--- src/rtl/div_pkg.sv ---
`default_nettype none
// ============================================================================
//  Module      : div_pkg
//  Description : Shared types and helpers for the sequential restoring
//                divider (seq_nbit_divider and its div_step datapath).
//                - div_state_t : controller state encoding
//                - ctr_width() : width of the iteration counter for width n
//  Revision    : 1.0 - initial release
// ============================================================================
package div_pkg;

    typedef enum logic [1:0] {
        S_IDLE = 2'd0,
        S_RUN  = 2'd1,
        S_DONE = 2'd2
    } div_state_t;

    // The counter walks N-1 down to 0. It is never narrower than one bit.
    function automatic int ctr_width(input int n);
        return (n <= 2) ? 1 : $clog2(n);
    endfunction

endpackage : div_pkg
`default_nettype wire

--- src/rtl/div_step.sv ---
`default_nettype none
// ============================================================================
//  Module      : div_step
//  Description : One combinational restoring-division step.
//                Shifts the next dividend bit into the partial remainder,
//                trial-subtracts the divisor, and either keeps the
//                difference (quotient bit 1) or restores (quotient bit 0).
//  Ports       : i_r      - partial remainder (N bits)
//                i_q      - dividend/quotient shift register (N bits)
//                i_d      - divisor (N bits)
//                o_r_next - partial remainder after this step (N bits)
//                o_q_next - shift register after this step (N bits)
//  Revision    : 1.0 - initial release
// ============================================================================
module div_step #(
    parameter int N = 4
) (
    input  logic [N-1:0] i_r,
    input  logic [N-1:0] i_q,
    input  logic [N-1:0] i_d,
    output logic [N-1:0] o_r_next,
    output logic [N-1:0] o_q_next
);

    // The partial remainder is always strictly less than the divisor, so its
    // N+1'th bit is zero at every step boundary and is not carried between
    // steps; only the trial subtraction needs the full N+1 bits.
    logic [N:0] w_shift;
    logic [N:0] w_trial;

    assign w_shift = {i_r, i_q[N-1]};
    assign w_trial = w_shift - {1'b0, i_d};

    always_comb begin
        if (w_trial[N] == 1'b0) begin
            o_r_next = w_trial[N-1:0];
            o_q_next = {i_q[N-2:0], 1'b1};
        end else begin
            // Restore: w_shift < divisor here, so its top bit is zero.
            o_r_next = w_shift[N-1:0];
            o_q_next = {i_q[N-2:0], 1'b0};
        end
    end

endmodule : div_step
`default_nettype wire

--- src/rtl/seq_nbit_divider.sv ---
`default_nettype none
// ============================================================================
//  Module      : seq_nbit_divider
//  Description : Sequential unsigned N-bit restoring divider, one quotient
//                bit per clock, with a start/busy/done handshake.
//                Nonzero divisor: result after N RUN cycles (done at t+N+1).
//                Zero divisor   : done at t+1, quotient all ones,
//                                 remainder = dividend, div_by_zero set.
//  Ports       : clk           - clock, rising edge
//                rst_n         - asynchronous active-low reset
//                i_start       - request, accepted whenever not busy
//                i_dividend    - unsigned dividend, sampled on accept
//                i_divisor     - unsigned divisor, sampled on accept
//                o_busy        - high during the RUN iterations
//                o_done        - one-cycle result-valid pulse
//                o_quotient    - quotient, held until the next result
//                o_remainder   - remainder, held until the next result
//                o_div_by_zero - set with the result of a zero divide
//  Revision    : 1.0 - initial release
// ============================================================================
module seq_nbit_divider
    import div_pkg::*;
#(
    parameter int N = 4
) (
    input  logic         clk,
    input  logic         rst_n,
    input  logic         i_start,
    input  logic [N-1:0] i_dividend,
    input  logic [N-1:0] i_divisor,
    output logic         o_busy,
    output logic         o_done,
    output logic [N-1:0] o_quotient,
    output logic [N-1:0] o_remainder,
    output logic         o_div_by_zero
);

    localparam int CTR_W = ctr_width(N);
    localparam logic [CTR_W-1:0] C_CTR_LAST = CTR_W'(N - 1);

    div_state_t       r_state;
    div_state_t       w_state_next;

    logic [CTR_W-1:0] r_ctr;
    logic [N-1:0]     r_q;
    logic [N-1:0]     r_d;
    logic [N-1:0]     r_r;
    logic [N-1:0]     r_quotient;
    logic [N-1:0]     r_remainder;
    logic             r_dbz;

    logic             w_busy;
    logic             w_done;
    logic             w_accept;
    logic             w_div_zero;
    logic [N-1:0]     w_r_next;
    logic [N-1:0]     w_q_next;

    // A request is taken in IDLE and also in DONE, which allows
    // back-to-back operations without an idle gap.
    assign w_accept   = i_start && (r_state != S_RUN);
    assign w_div_zero = (i_divisor == '0);

    // ------------------------------------------------------------------
    // Restoring step datapath
    // ------------------------------------------------------------------
    div_step #(
        .N (N)
    ) u_step (
        .i_r      (r_r),
        .i_q      (r_q),
        .i_d      (r_d),
        .o_r_next (w_r_next),
        .o_q_next (w_q_next)
    );

    // ------------------------------------------------------------------
    // FSM: state register
    // ------------------------------------------------------------------
    always_ff @(posedge clk or negedge rst_n) begin
        if (!rst_n) begin
            r_state <= S_IDLE;
        end else begin
            r_state <= w_state_next;
        end
    end

    // ------------------------------------------------------------------
    // FSM: next-state logic
    // ------------------------------------------------------------------
    always_comb begin
        w_state_next = r_state;
        case (r_state)
            S_IDLE, S_DONE: begin
                if (i_start) begin
                    w_state_next = w_div_zero ? S_DONE : S_RUN;
                end else begin
                    w_state_next = S_IDLE;
                end
            end
            S_RUN: begin
                if (r_ctr == '0) begin
                    w_state_next = S_DONE;
                end
            end
            default: begin
                w_state_next = S_IDLE;
            end
        endcase
    end

    // ------------------------------------------------------------------
    // FSM: outputs
    // ------------------------------------------------------------------
    always_comb begin
        w_busy = 1'b0;
        w_done = 1'b0;
        case (r_state)
            S_RUN:   w_busy = 1'b1;
            S_DONE:  w_done = 1'b1;
            default: begin
                w_busy = 1'b0;
                w_done = 1'b0;
            end
        endcase
    end

    // ------------------------------------------------------------------
    // Operand, iteration and result registers
    // ------------------------------------------------------------------
    always_ff @(posedge clk or negedge rst_n) begin
        if (!rst_n) begin
            r_ctr       <= '0;
            r_q         <= '0;
            r_d         <= '0;
            r_r         <= '0;
            r_quotient  <= '0;
            r_remainder <= '0;
            r_dbz       <= 1'b0;
        end else if (w_accept) begin
            r_q   <= i_dividend;
            r_d   <= i_divisor;
            r_r   <= '0;
            r_dbz <= 1'b0;
            if (w_div_zero) begin
                // Zero divide bypasses iteration; result is ready next cycle.
                r_quotient  <= '1;
                r_remainder <= i_dividend;
                r_dbz       <= 1'b1;
            end else begin
                r_ctr <= C_CTR_LAST;
            end
        end else if (r_state == S_RUN) begin
            r_q <= w_q_next;
            r_r <= w_r_next;
            if (r_ctr == '0) begin
                // Final step: publish straight from the step outputs so the
                // result is visible in the DONE cycle.
                r_quotient  <= w_q_next;
                r_remainder <= w_r_next;
            end else begin
                r_ctr <= r_ctr - CTR_W'(1);
            end
        end
    end

    assign o_busy        = w_busy;
    assign o_done        = w_done;
    assign o_quotient    = r_quotient;
    assign o_remainder   = r_remainder;
    assign o_div_by_zero = r_dbz;

endmodule : seq_nbit_divider
`default_nettype wire
--- config.mk ---
export PLATFORM = sky130hd
export DESIGN_NAME = seq_nbit_divider
export DESIGN_NICKNAME = d
export VERILOG_FILES = /design/src/rtl/div_pkg.sv /design/src/rtl/div_step.sv /design/src/rtl/seq_nbit_divider.sv
export SDC_FILE = /design/constraint.sdc
export NUM_CORES = 1
export LEC_CHECK = 0
export ABC_AREA = 1
export BUFFER_PORTS_ARGS = -buffer_cell sky130_fd_sc_hd__buf_2
export CORE_MARGIN = 2
export CORE_UTILIZATION = 48
export DETAILED_ROUTE_END_ITERATION = 7
export PLACE_DENSITY = 0.72
export SLEW_MARGIN = 20
export SYNTH_ARGS = -nofsm -noshare
export SYNTH_HDL_FRONTEND = slang
export SYNTH_SLANG_ARGS = --single-unit
--- constraint.sdc ---
create_clock -name clk -period 1.6 [get_ports clk]
set_input_delay 0.08 -clock clk [delete_from_list [all_inputs] [get_ports clk]]
set_output_delay 0.08 -clock clk [all_outputs]
set_load 0.01 [all_outputs]
; ---- Word level (Yosys, flattened, before mapping)
; Index checks and enable logic that the tools add are counted.
[op_classes]
muxes = 25
n_reduce_logical = 9
eq_ne = 7
add_sub_neg = 2
[ops]
columns = cell, count
row1 = 2-to-1 mux 4 bit, 13
row2 = 2-to-1 mux 2 bit, 7
row3 = inequality test 2 x 1 -> 1 bit (second input constant), 3
row4 = AND reduction 3 bit, 2
row5 = subtractor 5 x 4 -> 5 bit, 1
row6 = logical NOT 2 bit, 2
row7 = logical NOT 4 bit, 1
row8 = 2-to-1 mux 1 bit, 4
row9 = inequality test 2 bit (second input constant), 2
row10 = case mux 2 bit (2 select lines), 1
row11 = nonzero test 2 bit, 2
row12 = equality test 2 x 1 -> 1 bit (second input constant), 1
row13 = equality test 2 bit (second input constant), 1
row14 = OR reduction 2 bit, 1
row15 = subtractor 2 x 1 -> 2 bit (second input constant), 1
row16 = logical AND 1 bit, 1
[word_totals]
wordCells = 51
inputBits = 11
output_inout_bits = 11
register_bits = 25

; ---- Logic depth before layout (Yosys ltp)
[depth]
depth_word = 5
ltp_mapped = 12
mapped_depth_nobuf = 12

; ---- Hierarchy
; Synthesis repeated with hierarchy kept, for this count alone.
[unflattened]
hier_cells = 192
hier_area_um2 = 1498.9
[by_module_without_submodules]
columns = mod, cells_per_inst, instances, area_each_um2, seq_area_each_um2
row1 = seq_nbit_divider, 140, 1, 1188.6, 625.6
row2 = div_step, 52, 1, 310.3, 0.0

; ---- Worst setup path before layout
; OpenSTA, ideal clock, no wires.
[synth_path]
kind = register -> register
start = reg r_q[3]
end = reg r_remainder[3], in the netlist o_remainder[3]
setup_ns = 0.113
period_less_slack_ns = 1.693
path_slack_ns = -0.093
stages_incl_launch_ff = 12
t_required_ns = 1.487
arrival_ns = 1.580
n_path_buf = 0
cell_sequence = dfrtp_1 inv_1 ha_1 fa_1 inv_1 nand3_1 nand3_1 nand2_1 nand3_1 nand3_1 nand2_1 inv_1
[synth_via]
elab_chain_len = 5
[synth_lines]
columns = item, line
row1 = "start, declared", seq_nbit_divider.sv:45  ; logic [N-1:0] r_q;
row2 = "start signal, assigned", seq_nbit_divider.sv:141  ; r_q <= i_dividend;
row3 = "start signal, assigned", seq_nbit_divider.sv:154  ; r_q <= w_q_next;
row4 = subtractor 5 x 4 -> 5 bit, div_step.sv:32  ; assign w_trial = w_shift - {1'b0, i_d};
row5 = 2-to-1 mux 4 bit, div_step.sv:35  ; if (w_trial[N] == 1'b0) begin
row6 = 2-to-1 mux 4 bit, seq_nbit_divider.sv:156  ; if (r_ctr == '0) begin
row7 = 2-to-1 mux 4 bit, seq_nbit_divider.sv:153  ; end else if (r_state == S_RUN) begin
row8 = 2-to-1 mux 4 bit, seq_nbit_divider.sv:140  ; end else if (w_accept) begin
row9 = "end signal, assigned", seq_nbit_divider.sv:148  ; r_remainder <= i_dividend;
row10 = "end signal, assigned", seq_nbit_divider.sv:160  ; r_remainder <= w_r_next;
row11 = "end, declared", seq_nbit_divider.sv:49  ; logic [N-1:0] r_remainder;
; Every way passes these cells. The select of a mux whose other input is x is not followed.
; A chain may end at the register's enable or synchronous reset.

; ---- Final worst setup path
[layout_path]
start = reg r_q[3]
end = reg r_r[2]
[layout_via]
elab_chain_len = 4
[layout_lines]
columns = item, line
row1 = subtractor 5 x 4 -> 5 bit, div_step.sv:32
row2 = 2-to-1 mux 4 bit, div_step.sv:35
row3 = 2-to-1 mux 4 bit, seq_nbit_divider.sv:153
row4 = 2-to-1 mux 4 bit, seq_nbit_divider.sv:140
row5 = "end signal, assigned", seq_nbit_divider.sv:155  ; r_r <= w_r_next;
row6 = "end, declared", seq_nbit_divider.sv:47  ; logic [N-1:0] r_r;
; Every way passes these cells. The select of a mux whose other input is x is not followed.

==> results by group <==
Synthesis
  – Area contributors post-synth: dfrtp_1 (43%), nand2_1 (11%), nand3_1 (6.8%)
  – Mapped Nets: 192
  – Top-count cell post-synth: nand2_1
  – Post-Syn Area: 1460 sq um
  – Async SR Flop Fraction: 100%
  – Leading area contributor after synthesis: dfrtp_1
  – Total of warnings raised by yosys: 0
  – Top FF cell, synth: dfrtp_1
  – Yosys reg bits: 25
  – Sequential element share of the synthesized area: 42.7%
  – Instance count of the mapped netlist: 175
  – Number of flops mapped to enable cells by yosys: 0
  – Area share of the largest cell type after synthesis: 42.7%
  – Yosys cell types: 25
  – Synth top cells by count: nand2_1 (44), dfrtp_1 (25), inv_1 (23)
  – Syn Area/Cell: 8.37 sq um

Drt
  – Vias: 1,211
  – First-pass iteration count of the detailed router: 4
  – DRT iter0 DRCs: 48
  – Detail Route Antenna Nets: 0
  – WL per Instance: approximately 13 um
  – Drc violations: 0
  – Drt via density: 5.05
  – DRT Wirelength: 3.09 mm

Power and ir drop
  – Gate power share: between 60% and 70%
  – Cell area power density: 2090 nW/um^2
  – Pint: ~1.9 mW
  – Final Power: 3.80 mW
  – VDD IR max: 1000 uV
  – Switching power: around 1.9 mW
  – Share of power burned in registers: a little under 30%
  – Power share of the clock group: 8.2%
  – Leakage power: 0.932 nW
  – Sw Ratio: approximately half

Final layout
  – Layout cell share with drive strength beyond 1: a little under a third
  – ANT cells: 0
  – Fin area: 1820 sq um
  – Synthesis-to-finish area growth: 24.1%
  – Final Util: 61.0%
  – Final Non-Filler Cells: 240
  – FILL cells: 262
  – Final nets: 225

Critical path
  – Cell Chain, Critical Path: inv_1 > ha_2 > fa_2 > inv_2 > nand2_2 > nand2_4 > nand3_4 > nand2_4 > nand3_2 > nand2_2 > nand2_1 > nand2_1
  – R2r worst-path depth: 12
  – CP max FO: 6
  – Crit path capture type: flop
  – Worst EP arrival: 2.07 ns
  – Startpoint Class: flop
  – Worst path slowest cell: dfrtp_1
  – Critical path type: flop to flop
  – CP max stage delay: 0.40 ns
  – Critical Path RT: 1.89 ns

Floorplanning
  – Io pins: 22
  – Effective utilization at floorplan: 49.2%
  – Row cnt: 20
  – Die Height: 59.2 um
  – Die W: a little under 60 um
  – Area of the core: 2980 sq um
  – Die ar.: 3510 sq um

Clocking
  – Maximum root-to-sink buffer count: 2
  – Root Driver: clkbuf_4
  – CTS tree: yes
  – Total CTS buffers: 3
  – Reg clk slew, reported paths: 0.15 ns
  – H-tree levels: 1
  – Clock Sinks: 25
  – Clock Latency Late Sink: 0.35 ns

Timing
  – RSZ-0062 raised after global routing: yes
  – FMAX: between 0.5 and 0.6 GHz
  – Final TNS setup: -1.55 ns
  – Max_slew headroom: 62.5%
  – Final setup violation count: 10
  – Tmin final: 1.78 ns
  – Final worst path period share: 111%
  – Slew Viols, Final: 0
  – Final Worst Setup Slack: -0.179 ns
  – Setup Skew: ~0.014 ns
  – Final hold vios: 0
  – Worst-Margin Slew: between 0.5 and 0.6 ns

GRT
  – Gr usage total: 19.3%
  – Gr ovfl total: 0
  – First-pass GRT wire length: 5.13 mm
  – Vias in the first global route: roughly 1,200
  – Initial antenna violation count: 0
  – Pin count of the biggest net entering global routing: 26

Job
  – Max-cap violations: 0

Status
  – Violated checks: setup timing
  – Status: finished with violations

Worst hold path
  – Hold path depth: 3
  – Min-delay worst type: input port to flop

Place
  – Placed Area: between 1500 and 2000 sq um
  – I/O Buffers: 21
  – HPWL after detailed placement: 2.08 mm
  – GPL Wtd Cong: 0.905
  – Inst Count DP: approximately 230
-- metal layers --
| metal | vias to the layer above | track usage [%] | part of all wire [%] |
|---|---|---|---|
| met5 | - | 0 | 0 |
| met4 | 0 | 9.42 | 2.1 |
| met3 | 9 | 2.84 | 3.2 |
| met2 | 26 | 32.0 | 49 |
| met1 | 558 | 24.6 | 46 |
| li1 | 618 | - | - |
-- placed cells by master, fill, tap and decap left out, drive strengths merged --
cell type and n:
nand2 51, nor2 19, inv 27, xnor2 1
clkinvlp 1, o211ai 2, dlygate4sd3 6, buf 25
ha 5, fa 1, a221o 1, dfrtp 25
nand3 20, clkbuf 3, a21oi 6, o32ai 1
o21ai 12, a31oi 1
-- state kept, by name (all words and copies together), names as in the netlist --
| signal | count |
|---|---|
| o_remainder | 4 |
| r_state | 2 |
| r_q | 4 |
| r_ctr | 2 |
| o_quotient | 4 |
| r_r | 4 |
| o_div_by_zero | 1 |
| r_d | 4 |
-- critical path, delay by kind of cell, from the launching register on --
family / cells / cell delay [ns]
buffers and inverters: 2 / 0.13
and+or+nand+nor: 8 / 0.63
adders and majority gates: 2 / 0.57
DFF: 1 / 0.40
-- logic make-up (layout without fill, tap and decap cells) --
family | Yosys count | in the layout | synth area share, %
xor gates and xnor gates | 1 | 1 | 0.598
DFF | 25 | 25 | 42.7
buffers and inverters | 30 | 62 | 9.06
adders and majority gates | 6 | 6 | 5.64
AOI/OAI and AO/OA | 23 | 23 | 8.89
and+or+nand+nor | 90 | 90 | 33.1
-- power groups by stage --
stage	Combinational, mW	Clock [mW]	Sequential, mW
final	2.38	0.310	1.11
after global routing	2.65	0.335	1.14
after CTS	2.17	0.316	1.11
after detailed placement	1.95	0	1.12
after global placement	1.90	0	1.10
after floorplan	1.44	0	1.14
-- worst paths after layout --
kind	startpoint	end	slack (ns)
worst max-delay path	r_q[3]$_DFFE_PN0P_	r_r[2]$_DFFE_PN0P_	-0.18
max in group asynchronous	rst_n	r_d[3]$_DFFE_PN0P_	0.98
min in group asynchronous	rst_n	o_quotient[3]$_DFFE_PN0P_	0.24
worst max register to register	r_q[3]$_DFFE_PN0P_	r_r[2]$_DFFE_PN0P_	-0.18
worst min-delay path	i_divisor[1]	r_d[1]$_DFFE_PN0P_	0.01
worst min register to register	o_quotient[3]$_DFFE_PN0P_	o_quotient[3]$_DFFE_PN0P_	0.50
-- metrics by stage --
stage	setup slack, ns	hold WS, ns
after global placement	-0.0807	0.104
after floorplan	-0.00411	-0.216
after CTS	-0.104	0.00228
after global routing	-0.288	0.0360
final	-0.179	0.00981
after detailed placement	-0.133	0.113
-- final cells by class --
cell class,count,area (sq um),area share (%)
Inverter,27,109,5.99
Sequential cell,25,626,34.4
Multi-Input combinational cell,120,816,44.9
Timing Repair Buffer,31,195,10.7
Clock buffer,3,22.5,1.24
Tap cell,33,41.3,2.27
Clock inverter,1,7.51,0.413
-- timing repair --
action | 4_1_cts | 5_1_grt
resized for setup | 15 | 9
buffers inserted | 1 | 0
pin swaps | 5 | 11
endpoints found under the setup margin | 10 | 10
hold buffers | 6 | 0
endpoints found under the hold margin | 30 | 0
Note: power is estimated with default switching activity, not from simulation.
